--- src/rtl/ex_muldiv.sv ---
// ex_muldiv: execute-stage RV32M multiply/divide unit plus the EX/MEM pipeline
// register. Non-M instructions pass straight through in one edge; M instructions
// hold the front of the pipeline for 33 cycles while a 32-step iterative engine
// runs, and MEM sees bubbles until the corrected result is loaded.
module ex_muldiv #(
    parameter int XLEN = 32
) (
    input  logic            clock,
    input  logic            reset,
    input  logic            id_valid,
    input  logic [1:0]      wb_ctl,
    input  logic            branch_in,
    input  logic            memread_in,
    input  logic            memwrite_in,
    input  logic            md_en,
    input  logic [2:0]      md_op,
    input  logic [XLEN-1:0] src_a,
    input  logic [XLEN-1:0] src_b,
    input  logic [XLEN-1:0] alu_result_in,
    input  logic            zero_in,
    input  logic [XLEN-1:0] rdata2_in,
    input  logic [4:0]      rd_in,
    input  logic            flush,
    output logic            ex_stall,
    output logic [1:0]      wb_ctlout,
    output logic            branch,
    output logic            memread,
    output logic            memwrite,
    output logic            zero,
    output logic [XLEN-1:0] alu_result,
    output logic [XLEN-1:0] rdata2out,
    output logic [4:0]      five_bit_muxout
);

    typedef enum logic [1:0] {
        S_IDLE,
        S_BUSY,
        S_DONE
    } state_e;

    typedef struct packed {
        logic [1:0]      wb;
        logic            branch;
        logic            memread;
        logic            memwrite;
        logic            zero;
        logic [XLEN-1:0] result;
        logic [XLEN-1:0] rdata2;
        logic [4:0]      rd;
    } ex_mem_t;

    // Funct3 encodings that matter to the datapath.
    localparam logic [2:0] OP_MUL    = 3'd0;
    localparam logic [2:0] OP_MULH   = 3'd1;
    localparam logic [2:0] OP_MULHSU = 3'd2;
    localparam logic [2:0] OP_DIV    = 3'd4;
    localparam logic [2:0] OP_REM    = 3'd6;

    state_e            state_q;
    logic [5:0]        cnt_q;
    logic [2*XLEN-1:0] acc_q;       // mul: {hi, multiplier/lo}; div: {remainder, dividend/quotient}
    logic [2*XLEN-1:0] acc_d;
    logic [XLEN-1:0]   mcand_q;     // multiplicand magnitude or divisor magnitude
    logic [XLEN-1:0]   a_raw_q;     // original rs1, returned by REM/REMU on divide-by-zero
    logic              neg_q;       // product / quotient must be negated
    logic              rneg_q;      // remainder must be negated (dividend was negative)
    logic              div0_q;
    logic [2:0]        op_q;
    logic [1:0]        lwb_q;
    logic [4:0]        lrd_q;
    ex_mem_t           exmem_q;
    ex_mem_t           exmem_d;

    logic              a_sgn, b_sgn, sa, sb;
    logic [XLEN-1:0]   mag_a, mag_b;
    logic [XLEN:0]     mul_sum;
    logic [XLEN:0]     div_shift;
    logic [2*XLEN-1:0] prod_fix;
    logic [XLEN-1:0]   quo_fix, rem_fix, md_result;

    // Stall the front end while an M op is being accepted or is iterating.
    always_comb begin
        ex_stall = reset && !flush &&
                   ((state_q == S_BUSY) || (state_q == S_IDLE && id_valid && md_en));
    end

    // Operand preparation: signedness per funct3, then magnitudes for the unsigned engine.
    always_comb begin
        a_sgn = (md_op == OP_MULH) || (md_op == OP_MULHSU) || (md_op == OP_DIV) || (md_op == OP_REM);
        b_sgn = (md_op == OP_MULH) || (md_op == OP_DIV) || (md_op == OP_REM);
        sa    = a_sgn && src_a[XLEN-1];
        sb    = b_sgn && src_b[XLEN-1];
        mag_a = sa ? (~src_a + 1'b1) : src_a;
        mag_b = sb ? (~src_b + 1'b1) : src_b;
    end

    // One engine step: shift-add for multiply, restoring shift-subtract for divide.
    always_comb begin
        // NOTE: every signal written in a combinational block gets a value on all
        // paths (defaults first) so no latch is inferred.
        acc_d     = acc_q;
        mul_sum   = {1'b0, acc_q[2*XLEN-1:XLEN]} + (acc_q[0] ? {1'b0, mcand_q} : '0);
        div_shift = acc_q[2*XLEN-1:XLEN-1];
        if (op_q[2]) begin
            if (div_shift >= {1'b0, mcand_q}) begin
                acc_d = {div_shift[XLEN-1:0] - mcand_q, acc_q[XLEN-2:0], 1'b1};
            end else begin
                acc_d = {div_shift[XLEN-1:0], acc_q[XLEN-2:0], 1'b0};
            end
        end else begin
            acc_d = {mul_sum, acc_q[XLEN-1:1]};
        end
    end

    // Sign correction and special-case selection of the finished M result.
    always_comb begin
        prod_fix  = neg_q  ? (~acc_q + 1'b1) : acc_q;
        quo_fix   = neg_q  ? (~acc_q[XLEN-1:0] + 1'b1) : acc_q[XLEN-1:0];
        rem_fix   = rneg_q ? (~acc_q[2*XLEN-1:XLEN] + 1'b1) : acc_q[2*XLEN-1:XLEN];
        md_result = '0;
        case (op_q)
            OP_MUL:       md_result = prod_fix[XLEN-1:0];
            3'd1, 3'd2, 3'd3: md_result = prod_fix[2*XLEN-1:XLEN];
            3'd4, 3'd5:   md_result = div0_q ? '1 : quo_fix;
            default:      md_result = div0_q ? a_raw_q : rem_fix;
        endcase
    end

    // Next EX/MEM contents: pass-through, M result, or a bubble.
    always_comb begin
        exmem_d = '0;
        if (!flush) begin
            if (state_q == S_IDLE && id_valid && !md_en) begin
                exmem_d.wb       = wb_ctl;
                exmem_d.branch   = branch_in;
                exmem_d.memread  = memread_in;
                exmem_d.memwrite = memwrite_in;
                exmem_d.zero     = zero_in;
                exmem_d.result   = alu_result_in;
                exmem_d.rdata2   = rdata2_in;
                exmem_d.rd       = rd_in;
            end else if (state_q == S_DONE) begin
                exmem_d.wb     = lwb_q;
                exmem_d.zero   = (md_result == '0);
                exmem_d.result = md_result;
                exmem_d.rd     = lrd_q;
            end
        end
    end

    // FSM, iteration engine and EX/MEM register; reset beats flush beats everything else.
    always_ff @(posedge clock) begin
        // NOTE: state is updated with non-blocking assignments so every register
        // samples the pre-edge values, independent of statement order.
        if (!reset) begin
            state_q <= S_IDLE;
            cnt_q   <= '0;
            acc_q   <= '0;
            mcand_q <= '0;
            a_raw_q <= '0;
            neg_q   <= 1'b0;
            rneg_q  <= 1'b0;
            div0_q  <= 1'b0;
            op_q    <= '0;
            lwb_q   <= '0;
            lrd_q   <= '0;
            exmem_q <= '0;
        end else begin
            exmem_q <= exmem_d;
            if (flush) begin
                state_q <= S_IDLE;
                cnt_q   <= '0;
            end else begin
                case (state_q)
                    S_IDLE: begin
                        if (id_valid && md_en) begin
                            acc_q   <= {{XLEN{1'b0}}, mag_a};
                            mcand_q <= mag_b;
                            a_raw_q <= src_a;
                            neg_q   <= sa ^ sb;
                            rneg_q  <= sa;
                            div0_q  <= (src_b == '0);
                            op_q    <= md_op;
                            lwb_q   <= wb_ctl;
                            lrd_q   <= rd_in;
                            cnt_q   <= '0;
                            state_q <= S_BUSY;
                        end
                    end
                    S_BUSY: begin
                        acc_q <= acc_d;
                        cnt_q <= cnt_q + 6'd1;
                        if (cnt_q == 6'd31) begin
                            state_q <= S_DONE;
                        end
                    end
                    S_DONE: begin
                        cnt_q   <= '0;
                        state_q <= S_IDLE;
                    end
                    default: state_q <= S_IDLE;
                endcase
            end
        end
    end

    assign wb_ctlout       = exmem_q.wb;
    assign branch          = exmem_q.branch;
    assign memread         = exmem_q.memread;
    assign memwrite        = exmem_q.memwrite;
    assign zero            = exmem_q.zero;
    assign alu_result      = exmem_q.result;
    assign rdata2out       = exmem_q.rdata2;
    assign five_bit_muxout = exmem_q.rd;

endmodule

--- config.mk ---
export PLATFORM = sky130hd
export DESIGN_NAME = ex_muldiv
export DESIGN_NICKNAME = d
export VERILOG_FILES = /design/src/rtl/ex_muldiv.sv
export SDC_FILE = /design/constraint.sdc
export NUM_CORES = 1
export LEC_CHECK = 0
export CAP_MARGIN = 10
export CORE_AREA = 2 2 188 190
export DETAILED_ROUTE_END_ITERATION = 10
export DIE_AREA = 0 0 190 192
export HOLD_SLACK_MARGIN = 0.08
export PLACE_DENSITY = 0.73
export SLEW_MARGIN = 40
export SYNTH_ARGS = -nofsm -noshare
export SYNTH_HDL_FRONTEND = slang
export SYNTH_SLANG_ARGS = --single-unit
--- constraint.sdc ---
create_clock -name clock -period 4.4 [get_ports clock]
set_input_delay 0.44 -clock clock [delete_from_list [all_inputs] [get_ports clock]]
set_output_delay 0.44 -clock clock [all_outputs]
set_load 0.01 [all_outputs]
==> qor.yml <==
power_and_ir_drop:
  pwr-share-clk_pct: 39.5
  powerDensity_nw_per_um2: 281
  p_int_mw: 4.02
  p_seq_share_pct: 37.6
  p_leak_nw: 8.22
  ir_drop_uv: 254
  pwr-share-comb_pct: 22.9
  swShare_pct: 30.3
  p_switching_mw: 1.75
  p_total_mw: 5.77
place:
  place_ws_ps: 674
  port_buffers: 222
  place_hpwl_mm: 49.5
  place.gp.congestion: 1.08
  postPlaceCellArea_um2: 19700
  dp_cells: 2804
detailed_routing:
  vias: 18005
  antenna_left: 0
  firstDrtPassIters: 6
  wirelength_mm: 64.6
  drc: 0
  detail_route.wl_per_cell_um: 22.7
  drt_iter0_markers: 1928
  viasPerCell: 6.32
clock_tree:
  cts_tree: "yes"
  cts_resized: 0
  h-tree-depth: 1
  clock-sinks: 224
  cts-root-buf: "clkbuf_16"
  cts_hold_buf: 0
  postCtsSetupBuffers: 0
  cts_buffer_depth: 3
  clk_pin_slew_ps: 60
  clk_latency_ps: 550
  numCtsBuffers: 26
setup_path:
  cp-start-kind: "flip-flop"
  regToRegSetupSlack_ps: 620
  worstPathRequired_ps: 4860
  worst-path-max-fanout: 20
  worst-endpoint-arrival_ps: 4240
  rr_endpoint: "acc_q[0]"
  timing.rr.start: "acc_q[35]"
  crit_type: "flip-flop to flip-flop"
  ff2ff_path_depth: 11
  critPathCaptureType: "flip-flop"
synthesis:
  yosys_most_used_dff: "dfxtp_1"
  syn_area_per_cell_um2: 7.64
  synthesis.nets: 2440
  yosysUniqueCellTypes: 90
  async_flop_share_pct: 0
  synth_edf_count: 0
  synthesis.area_um2: 17000
  ys_ff_latch: 224
  ys.warnings.count: 0
  syn-instance-count: 2222
  seq_area_frac_synth_pct: 26.4
min_path:
  hold_path_end: "alu_result[4]"
  hold_class: "input port to flip-flop"
  worstHoldPathCells: 3
  worstHoldStart: "alu_result_in[4]"
finish:
  nNetsFinal: 2595
  final_area_um2: 20600
  area_growth_pct: 21.2
  final_util_pct: 60.0
  diodes: 0
  drive_gt1_share_pct: 6.47
  instances_no_fill: 2851
floorplan:
  core_region_area_um2: 34300
  die_width_um: 190
  core.rowCount: 68
  die_h_um: 192
  dieArea_um2: 36500
  io_pins: 223
  start_util_pct: 49.5
timing:
  finalSetupViolCount: 0
  final.setup.worst_slack_ps: 615
  worstMarginPinSlew_ps: 788
  fin_skew_ps: 30.1
  max_slew_margin_pct: 47.4
  max_freq_ghz: 0.264
  tns_ps: 0
  period_minus_slack_ps: 3780
  drv_slew: 0
  hold_violations: 0
  holdWs_ps: 451
  rsz0062_at_grt: "false"
  fin_crit_sh_pct: 86.0
global_route:
  grt_pass1_vias: 16895
  grt_usage_pct: 34.7
  grt_pass1_wl_mm: 99.1
  grt_max_degree: 84
  grt-ovfl-total: 0
  antenna_found_initial: 1
status:
  status: "completed"
run:
  maxCapViolCount: 0
-- final cells by class --
cell class	instances	area, µm²
Fill cell	3093	13700
Multi-Input combinational cell	1771	11600
Sequential cell	224	4490
Timing Repair Buffer	285	2720
Clock buffer	35	736
Tap cell	455	569
Inverter	69	259
Clock inverter	12	163
-- placed cells by master, fill, tap and decap left out, types with 23 or more instances in the layout --
| cell | Yosys | layout |
|---|---|---|
| a21oi_1 | 134 | 134 |
| nand2_1 | 291 | 291 |
| a21boi_0 | 61 | 61 |
| o211ai_1 | 32 | 32 |
| and2_1 | 52 | 52 |
| mux2i_1 | 59 | 59 |
| dfxtp_1 | 224 | 223 |
| a211oi_1 | 36 | 36 |
| clkdlybuf4s50_1 | 0 | 221 |
| xnor2_1 | 66 | 66 |
| o21ai_0 | 141 | 141 |
| or3_1 | 23 | 23 |
| nand3_1 | 44 | 43 |
| o31ai_1 | 30 | 30 |
| inv_1 | 67 | 67 |
| ha_1 | 69 | 69 |
| a22oi_1 | 26 | 26 |
| o211a_1 | 37 | 37 |
| nor4_1 | 31 | 30 |
| a31oi_1 | 24 | 24 |
| nor3_1 | 48 | 47 |
| nor2_1 | 158 | 157 |
| a21o_1 | 25 | 25 |
| buf_4 | 2 | 61 |
| xor2_1 | 89 | 89 |
| clkbuf_16 | 0 | 27 |
-- kinds of logic after synthesis --
logic type	count (synthesis)	share of synthesized area, %
simple gates	783	22.7
compound gates	702	28.8
buf+inv	227	5.24
flops	224	26.4
xor+xnor	155	8.00
fa+ha+maj	71	5.32
mux	60	3.55
-- synthesized netlist by cell type (9+ instances only) --
cell type	instances	share of area (%)
nand2_1	291	6.4
dfxtp_1	224	26
nor2_1	158	3.5
o21ai_0	141	4.2
a21oi_1	134	4.0
clkbuf_1	123	2.7
xor2_1	89	4.6
ha_1	69	5.1
inv_1	67	1.5
xnor2_1	66	3.4
a21boi_0	61	2.7
mux2i_1	59	3.5
and2_1	52	1.9
nor3_1	48	1.4
nand3_1	44	1.3
o211a_1	37	2.2
a211oi_1	36	1.6
o211ai_1	32	1.4
nor4_1	31	1.1
o31ai_1	30	1.3
a22oi_1	26	1.1
a21o_1	25	1.1
a31oi_1	24	0.88
or3_1	23	0.85
a22o_1	22	1.1
nand2b_1	22	0.81
nor2b_1	22	0.81
o41ai_1	20	1.0
buf_1	19	0.42
nand4_1	17	0.63
buf_2	11	0.32
o21bai_1	11	0.49
or4_1	11	0.49
o21a_1	10	0.44
and3_1	9	0.33
-- critical path, stage by stage (launching register included) --
cell     delay [ps]
dfxtp_1         730
ha_1            370
nor2_1           80
o21ai_0         160
o21ai_0         220
o211a_1         360
or4_1           550
nand3_2         420
buf_4           390
nor2_1           70
a211o_1         230
a21oi_1         110
-- routing by layer --
layer  up-vias  GRT usage [%]  share of wire [%]
met3       198           5.13                7.4
met2       858           55.3                 44
met4         2           21.7                7.2
li1       8409              -                  -
met1      8538           44.2                 41
met5         -              0              0.017
-- how the worst max path moves through the flow --
stage	to	from	slack, ps	cells past startpoint
2_1_floorplan	acc_q[62]	acc_q[0]	1130	13
3_3_place_gp	zero	acc_q[32]	780	11
3_5_place_dp	acc_q[0]	acc_q[35]	670	11
4_1_cts	acc_q[0]	acc_q[35]	650	11
5_1_grt	acc_q[62]	acc_q[0]	230	12
6_report	acc_q[0]	acc_q[35]	620	11
-- registers in the layout, indices dropped and copies added, names as in the netlist --
signal and cells:
branch 1, lwb_q 2, alu_result 32, memwrite 1
cnt_q 6, mcand_q 32, zero 1, wb_ctlout 2
rneg_q 1, memread 1, op_q 3, div0_q 1
lrd_q 5, rdata2out 32, state_q 2, neg_q 1
five_bit_muxout 5, acc_q 64, a_raw_q 32
-- power by group through the flow --
stage               registers, mW  clock network, mW  logic (mW)
floorplan                    2.18                  0       0.788
global placement             2.21                  0        1.27
detailed placement           2.21                  0        1.29
CTS                          2.17               2.31        1.29
global route                 2.18               2.40        1.41
finish                       2.17               2.28        1.32
Power figures use the tool's default switching activity.
